`config.mk`:
```
export PLATFORM = sky130hd
export DESIGN_NAME = alu_mc
export DESIGN_NICKNAME = d
export VERILOG_FILES = /design/src/rtl/alu_mc.sv
export SDC_FILE = /design/constraint.sdc
export NUM_CORES = 1
export LEC_CHECK = 0
export ABC_AREA = 0
export CAP_MARGIN = 10
export CORE_AREA = 3 3 209 211
export CTS_CLUSTER_DIAMETER = 100
export DETAILED_ROUTE_END_ITERATION = 16
export DIE_AREA = 0 0 212 214
export PLACE_DENSITY = 0.5
export SETUP_SLACK_MARGIN = 0.15
export SLEW_MARGIN = 20
export SYNTH_ARGS = -nofsm -noshare
export SYNTH_HDL_FRONTEND = slang
export SYNTH_SLANG_ARGS = --single-unit
```
`constraint.sdc`:
```
create_clock -name clock -period 7.3 [get_ports clock]
set_input_delay 0.73 -clock clock [delete_from_list [all_inputs] [get_ports clock]]
set_output_delay 0.73 -clock clock [all_outputs]
set_load 0.02 [all_outputs]
```
`src/rtl/alu_mc.sv`:
```
// alu_mc: multi-cycle ALU for the Armv4 datapath.
// Executes the 16 data-processing opcodes in one cycle and MUL/MLA by an
// iterative shift-add multiplier, under a start/done handshake. The NZCV
// flags live here so ADC/SBC/RSC see the true architectural carry.
module alu_mc #(
   parameter int WIDTH = 32,
   parameter int CW    = 6
) (
   input  logic             clock,
   input  logic             reset,
   input  logic             start,
   input  logic [8:0]       alucontrol,
   input  logic [WIDTH-1:0] srca,
   input  logic [WIDTH-1:0] srcb,
   input  logic [WIDTH-1:0] srcc,
   output logic             busy,
   output logic             done,
   output logic [WIDTH-1:0] aluresult,
   output logic             result_we,
   output logic             illegal,
   output logic [3:0]       aluflags
);

   typedef enum logic [1:0] {
      ST_IDLE,
      ST_MUL,
      ST_DONE
   } state_t;

   // alucontrol layout: {mul, 2'b00, I, cmd[3:0], S}
   localparam int CTL_MUL = 8;

   state_t           r_state;
   logic [CW-1:0]    r_cnt;
   logic [WIDTH-1:0] r_a;       // operand a; doubles as the shifting multiplicand
   logic [WIDTH-1:0] r_b;       // operand b; doubles as the shifting multiplier
   logic [WIDTH-1:0] r_prod;
   logic             r_mul;
   logic [3:0]       r_cmd;
   logic             r_s;
   logic             r_busy;
   logic             r_done;
   logic [WIDTH-1:0] r_result;
   logic             r_we;
   logic             r_illegal;
   logic [3:0]       r_flags;   // {N, Z, C, V}

   logic [WIDTH-1:0] w_x;
   logic [WIDTH-1:0] w_y;
   logic             w_cin;
   logic             w_arith;
   logic [WIDTH-1:0] w_logic;
   logic [WIDTH:0]   w_sum;
   logic [WIDTH-1:0] w_res;
   logic             w_v;
   logic             w_test;
   logic             w_mul_illegal;
   logic             w_mul_legal_in;
   logic [2:0]       w_unused_ctl;

   // The zero bits and the immediate flag do not affect execution.
   assign w_unused_ctl = alucontrol[7:5];

   // Route operands to the shared adder, or pick the logical result.
   always_comb begin
      // NOTE: every signal gets a default first, so no path through the case
      // can leave a latch behind.
      w_x     = r_a;
      w_y     = r_b;
      w_cin   = 1'b0;
      w_arith = 1'b0;
      w_logic = '0;
      case (r_cmd)
         4'h0, 4'h8: w_logic = r_a & r_b;                 // AND, TST
         4'h1, 4'h9: w_logic = r_a ^ r_b;                 // EOR, TEQ
         4'h2, 4'hA: begin                                // SUB, CMP
            w_y     = ~r_b;
            w_cin   = 1'b1;
            w_arith = 1'b1;
         end
         4'h3: begin                                      // RSB
            w_x     = r_b;
            w_y     = ~r_a;
            w_cin   = 1'b1;
            w_arith = 1'b1;
         end
         4'h4, 4'hB: w_arith = 1'b1;                      // ADD, CMN
         4'h5: begin                                      // ADC
            w_cin   = r_flags[1];
            w_arith = 1'b1;
         end
         4'h6: begin                                      // SBC: a + ~b + C
            w_y     = ~r_b;
            w_cin   = r_flags[1];
            w_arith = 1'b1;
         end
         4'h7: begin                                      // RSC: b + ~a + C
            w_x     = r_b;
            w_y     = ~r_a;
            w_cin   = r_flags[1];
            w_arith = 1'b1;
         end
         4'hC: w_logic = r_a | r_b;                       // ORR
         4'hD: w_logic = r_b;                             // MOV
         4'hE: w_logic = r_a & ~r_b;                      // BIC
         4'hF: w_logic = ~r_b;                            // MVN
      endcase
   end

   // The carry out of the extra top bit is C; for subtracts it is NOT borrow.
   assign w_sum = {1'b0, w_x} + {1'b0, w_y} + {{WIDTH{1'b0}}, w_cin};
   assign w_res = w_arith ? w_sum[WIDTH-1:0] : w_logic;
   assign w_v   = (w_x[WIDTH-1] == w_y[WIDTH-1]) && (w_sum[WIDTH-1] != w_x[WIDTH-1]);

   assign w_test         = (r_cmd[3:2] == 2'b10);                 // TST/TEQ/CMP/CMN
   assign w_mul_illegal  = r_mul && (r_cmd[3:1] != 3'b000);
   assign w_mul_legal_in = alucontrol[CTL_MUL] && (alucontrol[4:2] == 3'b000);

   // Control FSM, multiplier datapath and all registered outputs.
   always_ff @(posedge clock) begin
      if (reset) begin
         // NOTE: the operand and product registers are deliberately not reset;
         // they are always loaded at the accepting edge before anything reads them.
         r_state   <= ST_IDLE;
         r_cnt     <= '0;
         r_busy    <= 1'b0;
         r_done    <= 1'b0;
         r_result  <= '0;
         r_we      <= 1'b0;
         r_illegal <= 1'b0;
         r_flags   <= 4'b0000;
         r_mul     <= 1'b0;
         r_cmd     <= 4'h0;
         r_s       <= 1'b0;
      end else begin
         // NOTE: non-blocking assignments throughout, so every register here
         // sees its neighbours' pre-edge values regardless of statement order.
         r_done    <= 1'b0;
         r_illegal <= 1'b0;
         case (r_state)
            ST_IDLE: begin
               if (start) begin
                  r_a    <= srca;
                  r_b    <= srcb;
                  r_mul  <= alucontrol[CTL_MUL];
                  r_cmd  <= alucontrol[4:1];
                  r_s    <= alucontrol[0];
                  r_prod <= (alucontrol[4:1] == 4'h1) ? srcc : '0;
                  r_cnt  <= '0;
                  if (w_mul_legal_in) begin
                     r_state <= ST_MUL;
                     r_busy  <= 1'b1;
                  end else begin
                     r_state <= ST_DONE;
                  end
               end
            end

            ST_MUL: begin
               if (r_b[0]) begin
                  r_prod <= r_prod + r_a;
               end
               r_a   <= r_a << 1;
               r_b   <= r_b >> 1;
               r_cnt <= r_cnt + CW'(1);
               if (r_cnt == CW'(WIDTH - 1)) begin
                  r_state <= ST_DONE;
                  r_busy  <= 1'b0;
               end
            end

            ST_DONE: begin
               r_done  <= 1'b1;
               r_state <= ST_IDLE;
               if (w_mul_illegal) begin
                  r_result  <= '0;
                  r_we      <= 1'b0;
                  r_illegal <= 1'b1;
               end else if (r_mul) begin
                  r_result <= r_prod;
                  r_we     <= 1'b1;
                  if (r_s) begin
                     r_flags[3:2] <= {r_prod[WIDTH-1], (r_prod == '0)};
                  end
               end else begin
                  r_result <= w_res;
                  r_we     <= ~w_test;
                  if (r_s || w_test) begin
                     r_flags[3:2] <= {w_res[WIDTH-1], (w_res == '0)};
                     if (w_arith) begin
                        r_flags[1:0] <= {w_sum[WIDTH], w_v};
                     end
                  end
               end
            end

            default: r_state <= ST_IDLE;
         endcase
      end
   end

   assign busy      = r_busy;
   assign done      = r_done;
   assign aluresult = r_result;
   assign result_we = r_we;
   assign illegal   = r_illegal;
   assign aluflags  = r_flags;

endmodule

```
==> results of run 1 <==
==> metrics by stage <==
stage	power (mW)	utilization
floorplan	1.55	-
global placement	1.86	0.344
detailed placement	1.86	0.344
CTS	2.78	0.358
global route	2.91	0.358
finish	2.77	0.358
==> final cells by class <==
| cell class | instances | area share |
|---|---|---|
| Clock buffer | 18 | 0.0286 |
| Clock inverter | 14 | 0.0100 |
| Inverter | 82 | 0.0205 |
| Multi-Input combinational cell | 1271 | 0.525 |
| Sequential cell | 150 | 0.264 |
| Tap cell | 539 | 0.0449 |
| Timing Repair Buffer | 166 | 0.107 |
==> per-layer routing <==
layer	routed length, um	part of all wire	global-route usage
met2	22100	0.46	0.337
met3	2350	0.049	0.0231
met4	1400	0.029	0.0706
met5	0	0	0
met1	22300	0.46	0.292
==> registers in the layout, summed over array words and instances, names as in the netlist, 2 cells and up <==
register / flops
aluflags: 4
aluresult: 32
r_a: 32
r_b: 32
r_cmd: 4
r_cnt: 6
r_prod: 32
r_state: 2
==> Yosys cell counts, drive strengths merged, types with 16 or more instances <==
cell,number
clkbuf,72
xor2,36
nand2,212
dfxtp,54
a211oi,17
o211ai,22
o21ai,249
edfxtp,96
xnor2,43
nor2,154
inv,82
buf,27
a221oi,16
a21oi,145
nor3,31
ha,95
a21o,28
nand3,19
==> critical path: cells and delay by family, from the launching register on <==
| kind | cells | cell delay (ns) |
|---|---|---|
| simple gates | 11 | 2.88 |
| flops | 1 | 0.31 |
| compound gates | 4 | 1.19 |
| fa+ha+maj | 2 | 0.95 |
| buf+inv | 2 | 0.52 |
| xor+xnor | 1 | 0.15 |
==> worst max path at each step <==
stage                  end  slack (ns)
5_1_grt        aluflags[2]        1.02
3_5_place_dp   aluflags[2]        1.36
2_1_floorplan  aluflags[2]        2.41
4_1_cts        aluflags[2]        1.33
6_report       aluflags[2]        1.23
3_3_place_gp   aluflags[2]        1.42
==> power by group through the flow <==
stage / registers (mW) / clock network, mW / logic, mW
finish: 1.00 / 0.914 / 0.850
global route: 1.01 / 0.964 / 0.938
CTS: 1.00 / 0.930 / 0.847
detailed placement: 1.02 / 0 / 0.840
global placement: 1.02 / 0 / 0.835
floorplan: 1.02 / 0 / 0.533
==> cell families after synthesis <==
group                      after synthesis  synth area share
buffers and inverters                  181            0.0573
adders and majority gates               98            0.0999
and+or+nand+nor                        496             0.173
muxes                                    9           0.00741
AOI/OAI and AO/OA                      589             0.290
xor gates and xnor gates                79            0.0554
DFF                                    150             0.317
==> results.py, run 1 <==
metrics = {
    "power": {
        "pwr-share-seq": 0.362,
        "p_switching_mw": 1.02,
        "switching_share": 0.368,
        "p_int_mw": 1.75,
        "peakVddDrop_mv": 0.132,
        "power_frac_comb": 0.307,
        "clkPwrFrac": 0.330,
        "cellPowerDensity_nw_per_um2": 184,
        "p_leak_nw": 5.90,
    },
    "clocking": {
        "cts_hold_buf": 0,
        "cts_buffers": 17,
        "cts_buffer_depth": 2,
        "cts-resized-gates": 0,
        "cts_tree": "built",
        "clk_latency_ns": 0.46,
        "clk_pin_slew_ns": 0.08,
        "cts_sinks": 150,
        "root_buffer": "clkbuf_16",
        "post_cts_buffers": 0,
        "h-tree-depth": 4,
    },
    "yosys": {
        "synth-async-reset-ratio": 0,
        "synth-edff-count": 96,
        "synth_area_um2": 12500,
        "synth_cell_types": 81,
        "synth_fp_nets": 1808,
        "syn_area_per_cell_um2": 7.80,
        "syn_inst": 1602,
        "yosys_most_used_dff": "edfxtp_1",
        "synth.largest_area_cell": "edfxtp_1",
        "synthTopCellsByArea": "edfxtp_1, ha_1, o21ai_0",
        "ys_ff_latch": 150,
        "yosysWarnings": 0,
        "synth-seq-area-share": 0.317,
        "yosysTopAreaCellShare": 0.231,
    },
    "finish": {
        "fin_cells": 2240,
        "final_area_um2": 15000,
        "multi_input_comb_area_um2": 7870,
        "area.growth.synth_to_final_pct": 20.1,
        "fin_nets": 1894,
        "layout_common_cells": "o21ai_0, nand2_1, nor2_1, clkdlybuf4s50_1, a21oi_1",
        "antenna_cells": 0,
        "final_common_cell": "o21ai_0",
        "drive_gt1_frac": 0.0553,
        "seqCellArea_um2": 3970,
        "fillers": 4435,
    },
    "route": {
        "drt_iter0_markers": 1101,
        "vias_per_cell": 5.51,
        "dr.pass1.iters": 5,
        "wire_per_inst_um": 21.5,
        "routed_wl_um": 48100,
        "drcViolationCount": 0,
        "num_vias": 12340,
        "detail-route-antenna-nets": 0,
    },
    "outcome": {
        "outcome": "finished clean",
    },
    "min_path": {
        "hold_path_end": "r_cnt[5]",
        "min-delay-start": "r_cnt[5]",
        "holdCritPathClass": "flop to flop",
        "whs_path_depth": 2,
    },
    "sta": {
        "fin_crit_ns": 6.07,
        "hold_slack_ns": 0.475,
        "min_period_over_period": 0.831,
        "worst_slew_pin_slew_ns": 1.05,
        "finalSetupViolCount": 0,
        "final-hold-violation-count": 0,
        "skew_ns": 0.0158,
        "final.setup.worst_slack_ns": 1.23,
        "slew_headroom": 0.299,
        "grt_setup_unrepaired": "false",
        "drv_slew": 0,
        "fmax_mhz": 165,
        "fin_setup_tns_ns": 0,
    },
    "critical_path": {
        "crit_chain": "and2_1, nor3_2, buf_4, inv_1, nand2_1, o21ai_0, fa_1, fa_1, a211oi_2, nor2_1, xor2_1, a221oi_1, nand4bb_1, nor4bb_1, and4_1, nand4_1, nor4_1, nand4_1, nor4_2, a41o_1",
        "path_class": "flop to flop",
        "crit_path_start_kind": "flop",
        "regToRegSetupSlack_ns": 1.23,
        "r2r_start": "r_cmd[2]",
        "cp.arrival_ns": 6.47,
        "slowest_stage": "nor3_2",
        "worst_r2r_path_depth": 20,
        "worst-path-max-fanout": 24,
        "startpoint": "r_cmd[2]",
        "end_kind": "flop",
        "worstPathRequired_ns": 7.71,
        "max_stage_delay_ns": 0.77,
        "timing.rr.end": "aluflags[2]",
    },
    "grt": {
        "grt_max_degree": 106,
        "grt_usage": 0.210,
        "grt_overflow": 0,
        "grt_pass1_vias": 11922,
        "grt_first_pass_wirelength_um": 73100,
        "antenna_found_initial": 0,
    },
    "floorplanning": {
        "dieArea_um2": 45400,
        "initial_core_util": 0.298,
        "rows": 75,
        "coreArea_um2": 41900,
        "ios": 148,
        "die_width_um": 212,
        "dieHeight_um": 214,
    },
    "place": {
        "dp_cells": 2208,
        "hpwl_um": 35400,
        "preCtsSetupSlack_ns": 1.36,
        "io_buffers": 144,
        "place_congestion": 0.918,
        "placed_area_um2": 14400,
    },
    "run": {
        "max_cap_viol_count": 0,
    },
}
(Power assumes the default switching activity.)
==> inputs of run 2 (changes only) <==
- clock period: 7.3 -> 5.8 ns (I/O delays scaled with it)
==> results.py, run 2 (synthesis gave the netlist of run 1 again) <==
metrics = {
    "finish": {
        "final_area_um2": 15100,
        "layout_common_cells": "o21ai_0, nand2_1, nor2_1, clkdlybuf4s50_1, a21oi_1",
        "fillers": 4424,
        "drive_gt1_frac": 0.0625,
        "fin_nets": 1905,
        "final_common_cell": "o21ai_0",
        "antenna_cells": 0,
        "area.growth.synth_to_final_pct": 20.5,
        "multi_input_comb_area_um2": 7880,
        "utilization": 0.359,
        "seqCellArea_um2": 3970,
    },
    "critical_path": {
        "crit_path_start_kind": "flop",
        "worst-path-max-fanout": 11,
        "worstPathRequired_ns": 6.20,
        "end_kind": "flop",
        "max_stage_delay_ns": 0.48,
        "cp.arrival_ns": 5.81,
        "slowest_stage": "fa_1",
        "path_class": "flop to flop",
        "crit_chain": "inv_2, or3_2, nand2_1, o21ai_0, fa_1, fa_1, a211oi_2, nor2_1, xor2_1, a221oi_1, nand4bb_1, nor4bb_1, and4_1, nand4_1, nor4_1, buf_4, nand4_1, nor4_2, a41o_1",
    },
    "sta": {
        "worst_slew_pin_slew_ns": 0.996,
        "fin_setup_tns_ns": 0,
        "min_period_over_period": 0.933,
        "skew_ns": 0.0162,
        "fin_crit_ns": 5.41,
        "finalSetupViolCount": 0,
        "final-hold-violation-count": 0,
        "drv_slew": 0,
        "grt_setup_unrepaired": "false",
        "fmax_mhz": 185,
        "slew_headroom": 0.336,
        "final.setup.worst_slack_ns": 0.390,
    },
    "power": {
        "cellPowerDensity_nw_per_um2": 229,
        "p_leak_nw": 5.94,
        "peakVddDrop_mv": 0.161,
    },
    "clocking": {
        "cts_sinks": 150,
        "h-tree-depth": 4,
        "cts_hold_buf": 0,
        "cts_buffers": 17,
        "cts-resized-gates": 0,
        "root_buffer": "clkbuf_16",
        "clk_latency_ns": 0.46,
        "cts_tree": "built",
        "cts_buffer_depth": 2,
        "clk_pin_slew_ns": 0.07,
        "post_cts_buffers": 0,
    },
    "floorplanning": {
        "coreArea_um2": 41900,
        "initial_core_util": 0.298,
        "ios": 148,
        "die_width_um": 212,
        "dieHeight_um": 214,
        "dieArea_um2": 45400,
        "rows": 75,
    },
    "run": {
        "max_cap_viol_count": 0,
    },
    "grt": {
        "antenna_found_initial": 0,
        "grt_max_degree": 93,
        "grt_first_pass_wirelength_um": 73600,
        "grt_usage": 0.212,
        "grt_overflow": 0,
        "grt_pass1_vias": 12117,
    },
    "place": {
        "hpwl_um": 36300,
        "placed_area_um2": 14500,
        "io_buffers": 144,
        "preCtsSetupSlack_ns": 0.481,
        "place_congestion": 0.894,
    },
    "route": {
        "drt_iter0_markers": 936,
        "num_vias": 12318,
        "routed_wl_um": 48600,
        "wire_per_inst_um": 21.6,
        "dr.pass1.iters": 5,
        "vias_per_cell": 5.47,
        "drcViolationCount": 0,
        "detail-route-antenna-nets": 0,
    },
    "outcome": {
        "outcome": "finished clean",
    },
    "min_path": {
        "holdCritPathClass": "flop to flop",
    },
}
==> run 2: changes by cell type in the layout (fill, tap and decap cells not counted), sizes merged <==
cell and change:
clkbuf +2, clkinv +1, inv -3, buf +11
==> run 2: final timing paths <==
path | endpoint | depth (start not counted) | start | slack [ns]
worst max-delay path | aluflags[2] | 19 | r_cmd[1] | 0.39
worst min-delay path | aluresult[1] | 2 | aluresult[1] | 0.47
worst max register to register | aluflags[2] | 19 | r_cmd[1] | 0.39
worst min register to register | aluresult[1] | 2 | aluresult[1] | 0.47
==> run 2: metal layers <==
| metal | track usage | routed length, um | part of all wire |
|---|---|---|---|
| met1 | 0.293 | 22400 | 0.46 |
| met2 | 0.334 | 22000 | 0.45 |
| met3 | 0.0324 | 2470 | 0.051 |
| met4 | 0.0799 | 1740 | 0.036 |
| met5 | 0 | 0 | 0 |
==> run 2: layout make-up <==
type,count,area share
Inverter,82,0.0204
Clock buffer,20,0.0310
Clock inverter,12,0.00573
Tap cell,539,0.0448
Sequential cell,150,0.263
Timing Repair Buffer,177,0.112
Multi-Input combinational cell,1271,0.523
==> run 2: metrics by stage <==
stage | instances | power (mW) | hold slack, ns
2_1_floorplan | 1602 | 1.95 | 0.440
3_3_place_gp | 2219 | 2.35 | 0.458
3_5_place_dp | 2219 | 2.36 | 0.468
4_1_cts | 2251 | 3.47 | 0.477
5_1_grt | 2251 | 3.63 | 0.495
6_report | 2251 | 3.46 | 0.473
==> run 2: worst max-delay path: cells and delay by family (launching register included) <==
family	cells	cell delay (ns)
simple gates	10	2.29
compound gates	4	1.16
fa+ha+maj	2	0.95
flops	1	0.43
buf+inv	2	0.37
xor+xnor	1	0.14
==> run 2: power by group <==
group	total, mW	switching [mW]	internal (mW)	leakage, nW
Sequential	1.27	0.0671	1.20	1.35
Combinational	1.08	0.646	0.432	4.31
Clock	1.11	0.522	0.588	0.283
Total	3.46	1.23	2.22	5.94
==> inputs of run 3 (changes only) <==
- MAX_ROUTING_LAYER: unset -> met4
==> results.py, run 3 (synthesis gave the netlist of run 1 again) <==
metrics = {
    "route": {
        "dr.pass1.iters": 6,
        "vias_per_cell": 5.44,
        "drcViolationCount": 0,
        "routed_wl_um": 48400,
        "wire_per_inst_um": 21.5,
        "num_vias": 12252,
        "drt_iter0_markers": 897,
        "detail-route-antenna-nets": 0,
    },
    "sta": {
        "drv_slew": 0,
        "skew_ns": 0.0115,
        "fin_setup_tns_ns": 0,
        "worst_slew_pin_slew_ns": 1.00,
        "min_period_over_period": 0.880,
        "fin_crit_ns": 5.10,
        "final.setup.worst_slack_ns": 0.696,
        "slew_headroom": 0.332,
        "finalSetupViolCount": 0,
        "grt_setup_unrepaired": "false",
        "hold_slack_ns": 0.465,
        "final-hold-violation-count": 0,
        "fmax_mhz": 196,
    },
    "clocking": {
        "cts_buffers": 17,
        "cts_sinks": 150,
        "clk_pin_slew_ns": 0.07,
        "cts_buffer_depth": 2,
        "clk_latency_ns": 0.46,
        "h-tree-depth": 4,
        "cts_hold_buf": 0,
        "root_buffer": "clkbuf_16",
        "cts_tree": "built",
    },
    "critical_path": {
        "worstPathRequired_ns": 6.20,
        "path_class": "flop to flop",
        "cp.arrival_ns": 5.51,
        "end_kind": "flop",
        "crit_path_start_kind": "flop",
        "worst-path-max-fanout": 25,
    },
    "finish": {
        "fin_cells": 2254,
        "area.growth.synth_to_final_pct": 21.0,
        "drive_gt1_frac": 0.0636,
        "fin_nets": 1908,
        "fillers": 4366,
        "layout_common_cells": "o21ai_0, nand2_1, nor2_1, clkdlybuf4s50_1, a21oi_1",
        "antenna_cells": 0,
        "final_common_cell": "o21ai_0",
    },
    "power": {
        "power_frac_comb": 0.308,
        "pwr-share-seq": 0.361,
        "peakVddDrop_mv": 0.178,
        "p_switching_mw": 1.23,
        "p_leak_nw": 5.97,
        "switching_share": 0.352,
        "cellPowerDensity_nw_per_um2": 232,
        "clkPwrFrac": 0.332,
        "p_int_mw": 2.28,
        "totalPowerFinal_mw": 3.51,
    },
    "floorplanning": {
        "die_width_um": 212,
        "initial_core_util": 0.298,
        "dieArea_um2": 45400,
        "ios": 148,
        "coreArea_um2": 41900,
        "dieHeight_um": 214,
        "rows": 75,
    },
    "place": {
        "hpwl_um": 36400,
        "place_congestion": 0.951,
        "preCtsSetupSlack_ns": 0.616,
        "io_buffers": 144,
        "dp_cells": 2222,
    },
    "min_path": {
        "holdCritPathClass": "flop to flop",
    },
    "run": {
        "max_cap_viol_count": 0,
    },
    "grt": {
        "grt_overflow": 0,
        "antenna_found_initial": 0,
        "grt_usage": 0.217,
        "grt_max_degree": 89,
        "grt_pass1_vias": 11916,
        "grt_first_pass_wirelength_um": 73200,
    },
    "outcome": {
        "outcome": "finished clean",
    },
}
[run 3: path summary, 6_finish.rpt]
| path | start | slack [ns] | cells past startpoint | to |
|---|---|---|---|---|
| hold reg to reg | r_cnt[5] | 0.46 | 2 | r_cnt[5] |
| setup reg to reg | r_cmd[3] | 0.70 | 19 | aluflags[2] |
| hold / removal | r_cnt[5] | 0.46 | 2 | r_cnt[5] |
| setup / recovery | r_cmd[3] | 0.70 | 19 | aluflags[2] |
[run 3: metrics by stage]
step / area [um^2] / util
after detailed placement: 14500 / 0.346
after floorplan: 12500 / -
final: 15100 / 0.361
after CTS: 15100 / 0.361
after global placement: 14500 / 0.346
after global routing: 15100 / 0.361
[run 3: final cells by class]
cell class	instances	area (um^2)	area share
well taps	539	674	0.0446
inverters	82	308	0.0203
multi-input cells	1271	7880	0.521
repair buffers	180	1710	0.113
clock buffers	22	518	0.0342
clock inverters	10	76.3	0.00505
flip-flops and latches	150	3970	0.262
[run 3: power by group through the flow]
stage	clock (mW)	combinational, mW	sequential, mW
after floorplan	0	0.671	1.28
after global placement	0	1.07	1.29
after detailed placement	0	1.07	1.29
after CTS	1.19	1.08	1.27
after global routing	1.22	1.19	1.27
final	1.16	1.08	1.27
[run 3: timing repair]
action                                  CTS  global route
setup buffers                             0             0
gates resized for setup                   0             1
endpoints found under the setup margin    0             1
endpoints found under the hold margin     0             0
[run 3: per-layer routing]
| metal | wire [um] | GRT usage |
|---|---|---|
| met3 | 2250 | 0.0290 |
| met2 | 23000 | 0.352 |
| met4 | 1090 | 0.0556 |
| met1 | 22100 | 0.287 |
| met5 | 0 | - |
[run 3: worst max-delay path: stages (launching register included)]
cell and delay (ns):
dfxtp_1 0.42, or3_2 0.54, buf_4 0.23, nand2_1 0.09
o21ai_0 0.11, fa_1 0.44, fa_1 0.49, a211oi_2 0.30
nor2_1 0.10, xor2_1 0.14, a221oi_1 0.40, nand4bb_1 0.15
nor4bb_1 0.31, and4_1 0.25, nand4_1 0.12, nor4_1 0.27
buf_4 0.19, nand4_1 0.12, nor4_2 0.19, a41o_1 0.20
